### config.mk
export PLATFORM = sky130hd
export DESIGN_NAME = fft_butterfly_feeder_flat
export DESIGN_NICKNAME = d
export VERILOG_FILES = /design/src/rtl/fft_butterfly_feeder_if.sv /design/src/rtl/fft_butterfly_feeder.sv /design/src/flat_wrapper.sv
export SDC_FILE = /design/constraint.sdc
export NUM_CORES = 1
export LEC_CHECK = 0
export BUFFER_PORTS_ARGS = -buffer_cell sky130_fd_sc_hd__buf_2
export CORE_ASPECT_RATIO = 1.2
export CORE_MARGIN = 2
export CORE_UTILIZATION = 50
export DETAILED_ROUTE_END_ITERATION = 12
export PLACE_DENSITY = 0.84
export SYNTH_ARGS = -nofsm -noshare
export SYNTH_HDL_FRONTEND = slang
export SYNTH_SLANG_ARGS = --single-unit
export TNS_END_PERCENT = 100
### constraint.sdc
create_clock -name clk -period 3.8 [get_ports clk]
set_input_delay 0.76 -clock clk [delete_from_list [all_inputs] [get_ports clk]]
set_output_delay 0.76 -clock clk [all_outputs]
set_load 0.05 [all_outputs]
### src/rtl/fft_butterfly_feeder_if.sv
// Memory-side and butterfly-side bus of the FFT butterfly feeder.
// The feeder takes the master modport; RAM/ROM and the butterfly take the slave.
interface fft_butterfly_feeder_if #(
  parameter int N_LOG2 = 9,
  parameter int DATA_W = 16
);
  logic                     mem_rd_en;
  logic [N_LOG2-1:0]        mem_addr_a;
  logic [N_LOG2-1:0]        mem_addr_b;
  logic [N_LOG2-2:0]        tw_addr;
  logic signed [DATA_W-1:0] mem_a_real;
  logic signed [DATA_W-1:0] mem_a_imag;
  logic signed [DATA_W-1:0] mem_b_real;
  logic signed [DATA_W-1:0] mem_b_imag;
  logic signed [DATA_W-1:0] tw_real;
  logic signed [DATA_W-1:0] tw_imag;

  logic                     bf_iact;
  logic [1:0]               bf_ictrl;
  logic [N_LOG2-1:0]        bf_input_memory_address;
  logic signed [DATA_W-1:0] bf_A_real;
  logic signed [DATA_W-1:0] bf_A_imag;
  logic signed [DATA_W-1:0] bf_B_real;
  logic signed [DATA_W-1:0] bf_B_imag;
  logic signed [DATA_W-1:0] bf_twiddle_real;
  logic signed [DATA_W-1:0] bf_twiddle_imag;

  modport master (
    output mem_rd_en, mem_addr_a, mem_addr_b, tw_addr,
    input  mem_a_real, mem_a_imag, mem_b_real, mem_b_imag, tw_real, tw_imag,
    output bf_iact, bf_ictrl, bf_input_memory_address,
    output bf_A_real, bf_A_imag, bf_B_real, bf_B_imag, bf_twiddle_real, bf_twiddle_imag
  );

  modport slave (
    input  mem_rd_en, mem_addr_a, mem_addr_b, tw_addr,
    output mem_a_real, mem_a_imag, mem_b_real, mem_b_imag, tw_real, tw_imag,
    input  bf_iact, bf_ictrl, bf_input_memory_address,
    input  bf_A_real, bf_A_imag, bf_B_real, bf_B_imag, bf_twiddle_real, bf_twiddle_imag
  );
endinterface

### src/rtl/fft_butterfly_feeder.sv
// Walks the N/2 butterfly pairs of one FFT stage, reads operands from RAM/ROM
// and hands them, aligned and tagged, to the radix-2 butterfly.
module fft_butterfly_feeder #(
  parameter int N_LOG2 = 9,
  parameter int DATA_W = 16
) (
  input  logic       clk,
  input  logic       reset,
  input  logic       start,
  input  logic [3:0] stage,
  input  logic       hold,
  output logic       busy,
  output logic       done,
  output logic       stage_err,
  fft_butterfly_feeder_if.master bus
);

  localparam int K_W = N_LOG2 - 1;
  localparam logic [K_W-1:0] K_LAST = '1;

  typedef enum logic [1:0] {IDLE, RUN, DRAIN} state_t;

  state_t            state_q, state_d;
  logic [K_W-1:0]    k_q;
  logic [3:0]        stage_q;
  logic              issue, accept, bad_start, last_out;

  logic [3:0]        ins_pos;
  logic [N_LOG2-1:0] k_ext, half, low_mask, addr_a, addr_b;
  logic [K_W-1:0]    tw_idx;

  logic              p1_valid;
  logic [1:0]        p1_ictrl;
  logic [N_LOG2-1:0] p1_addr;

  // NOTE: every signal driven in always_comb gets a default first so no latch is inferred.
  always_comb begin
    state_d   = state_q;
    issue     = 1'b0;
    accept    = 1'b0;
    bad_start = 1'b0;
    last_out  = 1'b0;
    case (state_q)
      IDLE: begin
        if (start) begin
          if (int'(stage) < N_LOG2) begin
            accept  = 1'b1;
            state_d = RUN;
          end else begin
            bad_start = 1'b1;
          end
        end
      end
      RUN: begin
        if (!hold) begin
          issue = 1'b1;
          if (k_q == K_LAST) state_d = DRAIN;
        end
      end
      DRAIN: begin
        if (bus.bf_iact && bus.bf_ictrl[1]) begin
          last_out = 1'b1;
          state_d  = IDLE;
        end
      end
      default: state_d = IDLE;
    endcase
  end

  // addr_a is k with a zero spliced in at bit N_LOG2-1-s; addr_b sets that bit.
  always_comb begin
    ins_pos  = 4'(N_LOG2 - 1) - stage_q;
    k_ext    = {1'b0, k_q};
    half     = {{K_W{1'b0}}, 1'b1} << ins_pos;
    low_mask = half - N_LOG2'(1);
    addr_a   = ((k_ext & ~low_mask) << 1) | (k_ext & low_mask);
    addr_b   = addr_a | half;
    tw_idx   = (k_q & low_mask[K_W-1:0]) << stage_q;
  end

  assign busy           = (state_q != IDLE);
  assign bus.mem_rd_en  = issue;
  assign bus.mem_addr_a = issue ? addr_a : '0;
  assign bus.mem_addr_b = issue ? addr_b : '0;
  assign bus.tw_addr    = issue ? tw_idx : '0;

  // NOTE: sequential state uses non-blocking assignments; reset is synchronous to clk.
  always_ff @(posedge clk) begin
    if (!reset) state_q <= IDLE;
    else        state_q <= state_d;
  end

  always_ff @(posedge clk) begin
    if (!reset) begin
      k_q       <= '0;
      stage_q   <= '0;
      done      <= 1'b0;
      stage_err <= 1'b0;
    end else begin
      done      <= last_out;
      stage_err <= bad_start;
      if (accept) begin
        stage_q <= stage;
        k_q     <= '0;
      end else if (issue) begin
        k_q <= k_q + K_W'(1);
      end
    end
  end

  // Stage 1 tracks the pair tag while the RAM/ROM read is in flight.
  always_ff @(posedge clk) begin
    if (!reset) begin
      p1_valid <= 1'b0;
      p1_ictrl <= '0;
      p1_addr  <= '0;
    end else begin
      p1_valid <= issue;
      if (issue) begin
        p1_ictrl <= {k_q == K_LAST, k_q == '0};
        p1_addr  <= addr_a;
      end
    end
  end

  // Stage 2 captures read data; outputs hold their last values between pairs.
  always_ff @(posedge clk) begin
    if (!reset) begin
      bus.bf_iact                 <= 1'b0;
      bus.bf_ictrl                <= '0;
      bus.bf_input_memory_address <= '0;
      bus.bf_A_real               <= '0;
      bus.bf_A_imag               <= '0;
      bus.bf_B_real               <= '0;
      bus.bf_B_imag               <= '0;
      bus.bf_twiddle_real         <= '0;
      bus.bf_twiddle_imag         <= '0;
    end else begin
      bus.bf_iact <= p1_valid;
      if (p1_valid) begin
        bus.bf_ictrl                <= p1_ictrl;
        bus.bf_input_memory_address <= p1_addr;
        bus.bf_A_real               <= bus.mem_a_real;
        bus.bf_A_imag               <= bus.mem_a_imag;
        bus.bf_B_real               <= bus.mem_b_real;
        bus.bf_B_imag               <= bus.mem_b_imag;
        bus.bf_twiddle_real         <= bus.tw_real;
        bus.bf_twiddle_imag         <= bus.tw_imag;
      end
    end
  end

endmodule
### src/flat_wrapper.sv
// flat-port wrapper written by rule: the top's interface ports become plain ports
module fft_butterfly_feeder_flat 
#(
  parameter int N_LOG2 = 9,
  parameter int DATA_W = 16
)
  (clk, reset, start, stage, hold, busy, done, stage_err, bus_mem_rd_en, bus_mem_addr_a, bus_mem_addr_b, bus_tw_addr, bus_mem_a_real, bus_mem_a_imag, bus_mem_b_real, bus_mem_b_imag, bus_tw_real, bus_tw_imag, bus_bf_iact, bus_bf_ictrl, bus_bf_input_memory_address, bus_bf_A_real, bus_bf_A_imag, bus_bf_B_real, bus_bf_B_imag, bus_bf_twiddle_real, bus_bf_twiddle_imag);
  fft_butterfly_feeder_if #(.N_LOG2(N_LOG2), .DATA_W(DATA_W)) bus_i ();
  input  logic clk;
  input  logic reset;
  input  logic start;
  input  logic [3:0] stage;
  input  logic hold;
  output logic busy;
  output logic done;
  output logic stage_err;
  output wire logic [$bits(bus_i.mem_rd_en)-1:0] bus_mem_rd_en;
  output wire logic [$bits(bus_i.mem_addr_a)-1:0] bus_mem_addr_a;
  output wire logic [$bits(bus_i.mem_addr_b)-1:0] bus_mem_addr_b;
  output wire logic [$bits(bus_i.tw_addr)-1:0] bus_tw_addr;
  input wire logic [$bits(bus_i.mem_a_real)-1:0] bus_mem_a_real;
  input wire logic [$bits(bus_i.mem_a_imag)-1:0] bus_mem_a_imag;
  input wire logic [$bits(bus_i.mem_b_real)-1:0] bus_mem_b_real;
  input wire logic [$bits(bus_i.mem_b_imag)-1:0] bus_mem_b_imag;
  input wire logic [$bits(bus_i.tw_real)-1:0] bus_tw_real;
  input wire logic [$bits(bus_i.tw_imag)-1:0] bus_tw_imag;
  output wire logic [$bits(bus_i.bf_iact)-1:0] bus_bf_iact;
  output wire logic [$bits(bus_i.bf_ictrl)-1:0] bus_bf_ictrl;
  output wire logic [$bits(bus_i.bf_input_memory_address)-1:0] bus_bf_input_memory_address;
  output wire logic [$bits(bus_i.bf_A_real)-1:0] bus_bf_A_real;
  output wire logic [$bits(bus_i.bf_A_imag)-1:0] bus_bf_A_imag;
  output wire logic [$bits(bus_i.bf_B_real)-1:0] bus_bf_B_real;
  output wire logic [$bits(bus_i.bf_B_imag)-1:0] bus_bf_B_imag;
  output wire logic [$bits(bus_i.bf_twiddle_real)-1:0] bus_bf_twiddle_real;
  output wire logic [$bits(bus_i.bf_twiddle_imag)-1:0] bus_bf_twiddle_imag;
  assign bus_mem_rd_en = bus_i.mem_rd_en;
  assign bus_mem_addr_a = bus_i.mem_addr_a;
  assign bus_mem_addr_b = bus_i.mem_addr_b;
  assign bus_tw_addr = bus_i.tw_addr;
  assign bus_i.mem_a_real = bus_mem_a_real;
  assign bus_i.mem_a_imag = bus_mem_a_imag;
  assign bus_i.mem_b_real = bus_mem_b_real;
  assign bus_i.mem_b_imag = bus_mem_b_imag;
  assign bus_i.tw_real = bus_tw_real;
  assign bus_i.tw_imag = bus_tw_imag;
  assign bus_bf_iact = bus_i.bf_iact;
  assign bus_bf_ictrl = bus_i.bf_ictrl;
  assign bus_bf_input_memory_address = bus_i.bf_input_memory_address;
  assign bus_bf_A_real = bus_i.bf_A_real;
  assign bus_bf_A_imag = bus_i.bf_A_imag;
  assign bus_bf_B_real = bus_i.bf_B_real;
  assign bus_bf_B_imag = bus_i.bf_B_imag;
  assign bus_bf_twiddle_real = bus_i.bf_twiddle_real;
  assign bus_bf_twiddle_imag = bus_i.bf_twiddle_imag;
  fft_butterfly_feeder #(.N_LOG2(N_LOG2), .DATA_W(DATA_W)) u_core (.clk(clk), .reset(reset), .start(start), .stage(stage), .hold(hold), .busy(busy), .done(done), .stage_err(stage_err), .bus(bus_i));
endmodule
==> results.py <==
metrics = {
    "sta": {
        "fin_crit_sh_pct": 88.2,
        "period_minus_slack_ps": 3350,
        "skew_ps": 8.17,
        "final-hold-violation-count": 0,
        "tns_ps": 0,
        "hold_ws_ps": 466,
        "rsz0062_at_grt": "no",
        "slew_headroom_pct": 43.0,
        "report.final.setup_viol": 0,
        "slew_violations": 0,
        "tightestPinTransition_ps": 854,
        "max_freq_mhz": 298,
    },
    "hold_path": {
        "hold_path_end": "u_core.p1_addr[5]$_SDFFE_PN0P_",
        "hp-class": "reg2reg",
        "worstHoldStart": "u_core.p1_addr[5]$_SDFFE_PN0P_",
        "hold_depth": 2,
    },
    "logic_synthesis": {
        "yosysSeqAreaShare_pct": 48.9,
        "ys.flop_type": "dfxtp_1",
        "synth_top_family_by_area": "multiplexers",
        "synthTopCellsByArea": "dfxtp_1, mux2i_1, nor2_1",
        "synthesis.nets": 702,
        "synth.distinct_cells": 53,
        "syn_inst": 596,
        "syn_area_per_cell_um2": 9.33,
        "yosys_warnings": 0,
        "yosysTopAreaCell": "dfxtp_1",
        "ys_seq_elements": 136,
        "synthArstFlopShare_pct": 0,
        "synth_top_area_share_pct": 48.9,
        "syn-cell-area_um2": 5560,
        "synth-compound-area-share_pct": 7.98,
        "synthXorXnorAreaFrac_pct": 1.10,
        "synth_edf_count": 0,
        "synthAdderAreaFrac_pct": 0.630,
        "synthMuxAreaShare_pct": 21.3,
        "yosys.area_share.simple_pct": 15.7,
    },
    "critical_path": {
        "r2r-end": "u_core.p1_addr[3]$_SDFFE_PN0P_",
        "cp_max_fo": 22,
        "end_kind": "output pin",
        "critical_path_class": "reg2out",
        "rr_worst_depth": 4,
        "reg2reg_from": "u_core.stage_q[1]$_SDFFE_PN0P_",
        "cp.required_ps": 3040,
        "worstSetupStartpointType": "flip-flop",
        "worstPathArrival_ps": 2590,
        "reg2reg_slack_ps": 1700,
    },
    "route": {
        "dr_total_vias": 5022,
        "drt_iter0_drc": 222,
        "antenna_left": 0,
        "wl_um": 14700,
        "drc": 0,
        "wl_per_cell_um": 15.2,
        "first_pass_iters": 5,
        "routed_via_density": 5.21,
    },
    "placement": {
        "gp_congestion": 0.926,
        "placed_cell_area_um2": 6830,
        "dp_hpwl_um": 10500,
        "port_buffers": 241,
    },
    "floorplanning": {
        "initial_utilization_pct": 50.9,
        "die_w_um": 100,
        "io_pins": 242,
        "die_h_um": 120,
        "fp.dieArea_um2": 12000,
        "num_rows": 42,
        "core_area_um2": 10900,
    },
    "cts": {
        "cts.repair.resized": 0,
        "clk_path_buf_depth": 2,
        "clk_pin_slew_ps": 60,
        "cts.sinks": 136,
        "cts_tree": "done",
        "h-tree-depth": 4,
        "ctsHoldBuffers": 0,
        "cts_inserted_buffers": 17,
        "clk_latency_ps": 400,
        "post_cts_buffers": 0,
        "root_buffer": "clkbuf_16",
    },
    "power": {
        "p_per_area_nw_per_um2": 458,
        "p_leak_nw": 3.31,
        "ir_worst_vdd_mv": 0.259,
    },
    "run_status": {
        "outcome": "finished, final reports clean",
    },
    "layout": {
        "num-fill-cells": 880,
        "areaGrowthSynthToFinish_pct": 33.2,
        "fin_nets": 923,
        "fin_area_um2": 7410,
        "drive_gt1_share_pct": 35.1,
    },
    "global_route": {
        "antenna_found_initial": 2,
        "grt_pass1_wl_um": 22600,
        "grt_pass1_vias": 4564,
        "overflow": 0,
        "grt_max_degree": 61,
        "track_usage_pct": 23.6,
    },
    "run": {
        "drv_cap": 0,
    },
}
==> flip-flops by register name, indices dropped and copies added, names as in the netlist <==
register,cells
u_core.bus.bf_A_imag,16
u_core.p1_ictrl,2
u_core.state_q,2
u_core.bus.bf_B_real,16
u_core.stage_err,1
u_core.bus.bf_twiddle_imag,16
u_core.bus.bf_twiddle_real,16
u_core.bus.bf_B_imag,16
u_core.p1_valid,1
u_core.bus.bf_A_real,16
u_core.done,1
u_core.stage_q,4
u_core.p1_addr,9
u_core.bus.bf_input_memory_address,9
u_core.k_q,8
u_core.bus.bf_iact,1
u_core.bus.bf_ictrl,2
==> area by class of cell <==
class	count	area, um^2	area share (%)
antenna	2	5.00	0.0675
clock buffer	18	429	5.79
clock inverter	13	145	1.96
inverter	13	50.0	0.675
multi-input combinational	400	2600	35.1
sequential	136	2730	36.8
tap	132	165	2.23
timing repair buffer	249	1290	17.4
==> layout by cell type (no fill, tap or decap), types with 3 or more instances in the layout <==
| cell | instances |
|---|---|
| o21ai_0 | 14 |
| mux2_2 | 4 |
| and2_1 | 4 |
| inv_6 | 4 |
| inv_1 | 12 |
| clkinvlp_4 | 4 |
| nor3b_1 | 3 |
| xor2_1 | 3 |
| dfxtp_1 | 135 |
| xnor2_1 | 4 |
| nor3_1 | 3 |
| mux2i_1 | 114 |
| a21oi_1 | 22 |
| clkbuf_16 | 17 |
| nand2_1 | 25 |
| nor2_1 | 135 |
| nand4_1 | 3 |
| a221oi_1 | 3 |
| nor2b_1 | 3 |
| buf_4 | 6 |
| buf_2 | 241 |
| nand3_1 | 10 |
| o22ai_1 | 6 |
| or2_2 | 3 |
| o211ai_1 | 3 |
==> kinds of logic after synthesis <==
kind of cell | after synthesis
AOI/OAI and AO/OA | 69
DFF | 136
xor gates and xnor gates | 7
muxes | 118
buffers and inverters | 60
adders and majority gates | 3
and+or+nand+nor | 203
==> synth_stat cells, drive strengths merged, types with 3 or more instances <==
library cell / n
o22ai: 6
buf: 18
or2: 3
dfxtp: 136
nor3: 3
and2: 4
nor2b: 3
a221oi: 3
o211ai: 3
nand3: 10
xnor2: 4
inv: 12
nor3b: 3
xor2: 3
a21oi: 22
nor2: 135
clkbuf: 29
nand4: 3
mux2: 4
mux2i: 114
o21ai: 15
nand2: 25
==> per-stage QoR <==
stage / setup slack (ps) / util, % / cells / total power, mW
3_3_place_gp: 737 / 62.5 / 930 / 1.84
2_1_floorplan: 94.9 / - / 596 / 1.73
5_1_grt: 312 / 67.8 / 963 / 3.51
3_5_place_dp: 711 / 62.5 / 930 / 1.84
6_report: 449 / 67.8 / 963 / 3.40
4_1_cts: 531 / 67.8 / 961 / 3.42
==> critical path, stage by stage, from the launching register on <==
cell      delay [ps]
dfxtp_1          770
or3_1            340
o21ai_0          130
a221oi_1         580
o22ai_1          140
buf_2            230
==> power breakdown <==
part	switching, mW	total [mW]	leakage [nW]	internal [mW]
logic	0.208	0.326	1.94	0.117
clock network	0.614	1.58	0.270	0.969
registers	0.0320	1.49	1.10	1.46
total	0.854	3.40	3.31	2.54
==> routing by layer <==
metal  track usage [%]  wire length, um  vias to the layer above
li1                  -                -                     2486
met1              28.1             5800                     2292
met2              41.2             7490                      224
met3              6.06             1140                       20
met4              7.88              227                        0
met5                 0                0                        -
==> how the worst max path moves through the flow <==
stage	from	end	slack [ps]	depth (start not counted)
floorplan	hold	bus_tw_addr[0]	90	4
global placement	hold	bus_tw_addr[5]	740	6
global route	u_core.stage_q[1]$_SDFFE_PN0P_	bus_mem_addr_b[3]	310	5
finish	u_core.stage_q[1]$_SDFFE_PN0P_	bus_mem_addr_b[3]	450	5
detailed placement	hold	bus_tw_addr[5]	710	6
CTS	u_core.stage_q[1]$_SDFFE_PN0P_	bus_mem_addr_b[3]	530	5
(Power assumes the default switching activity.)
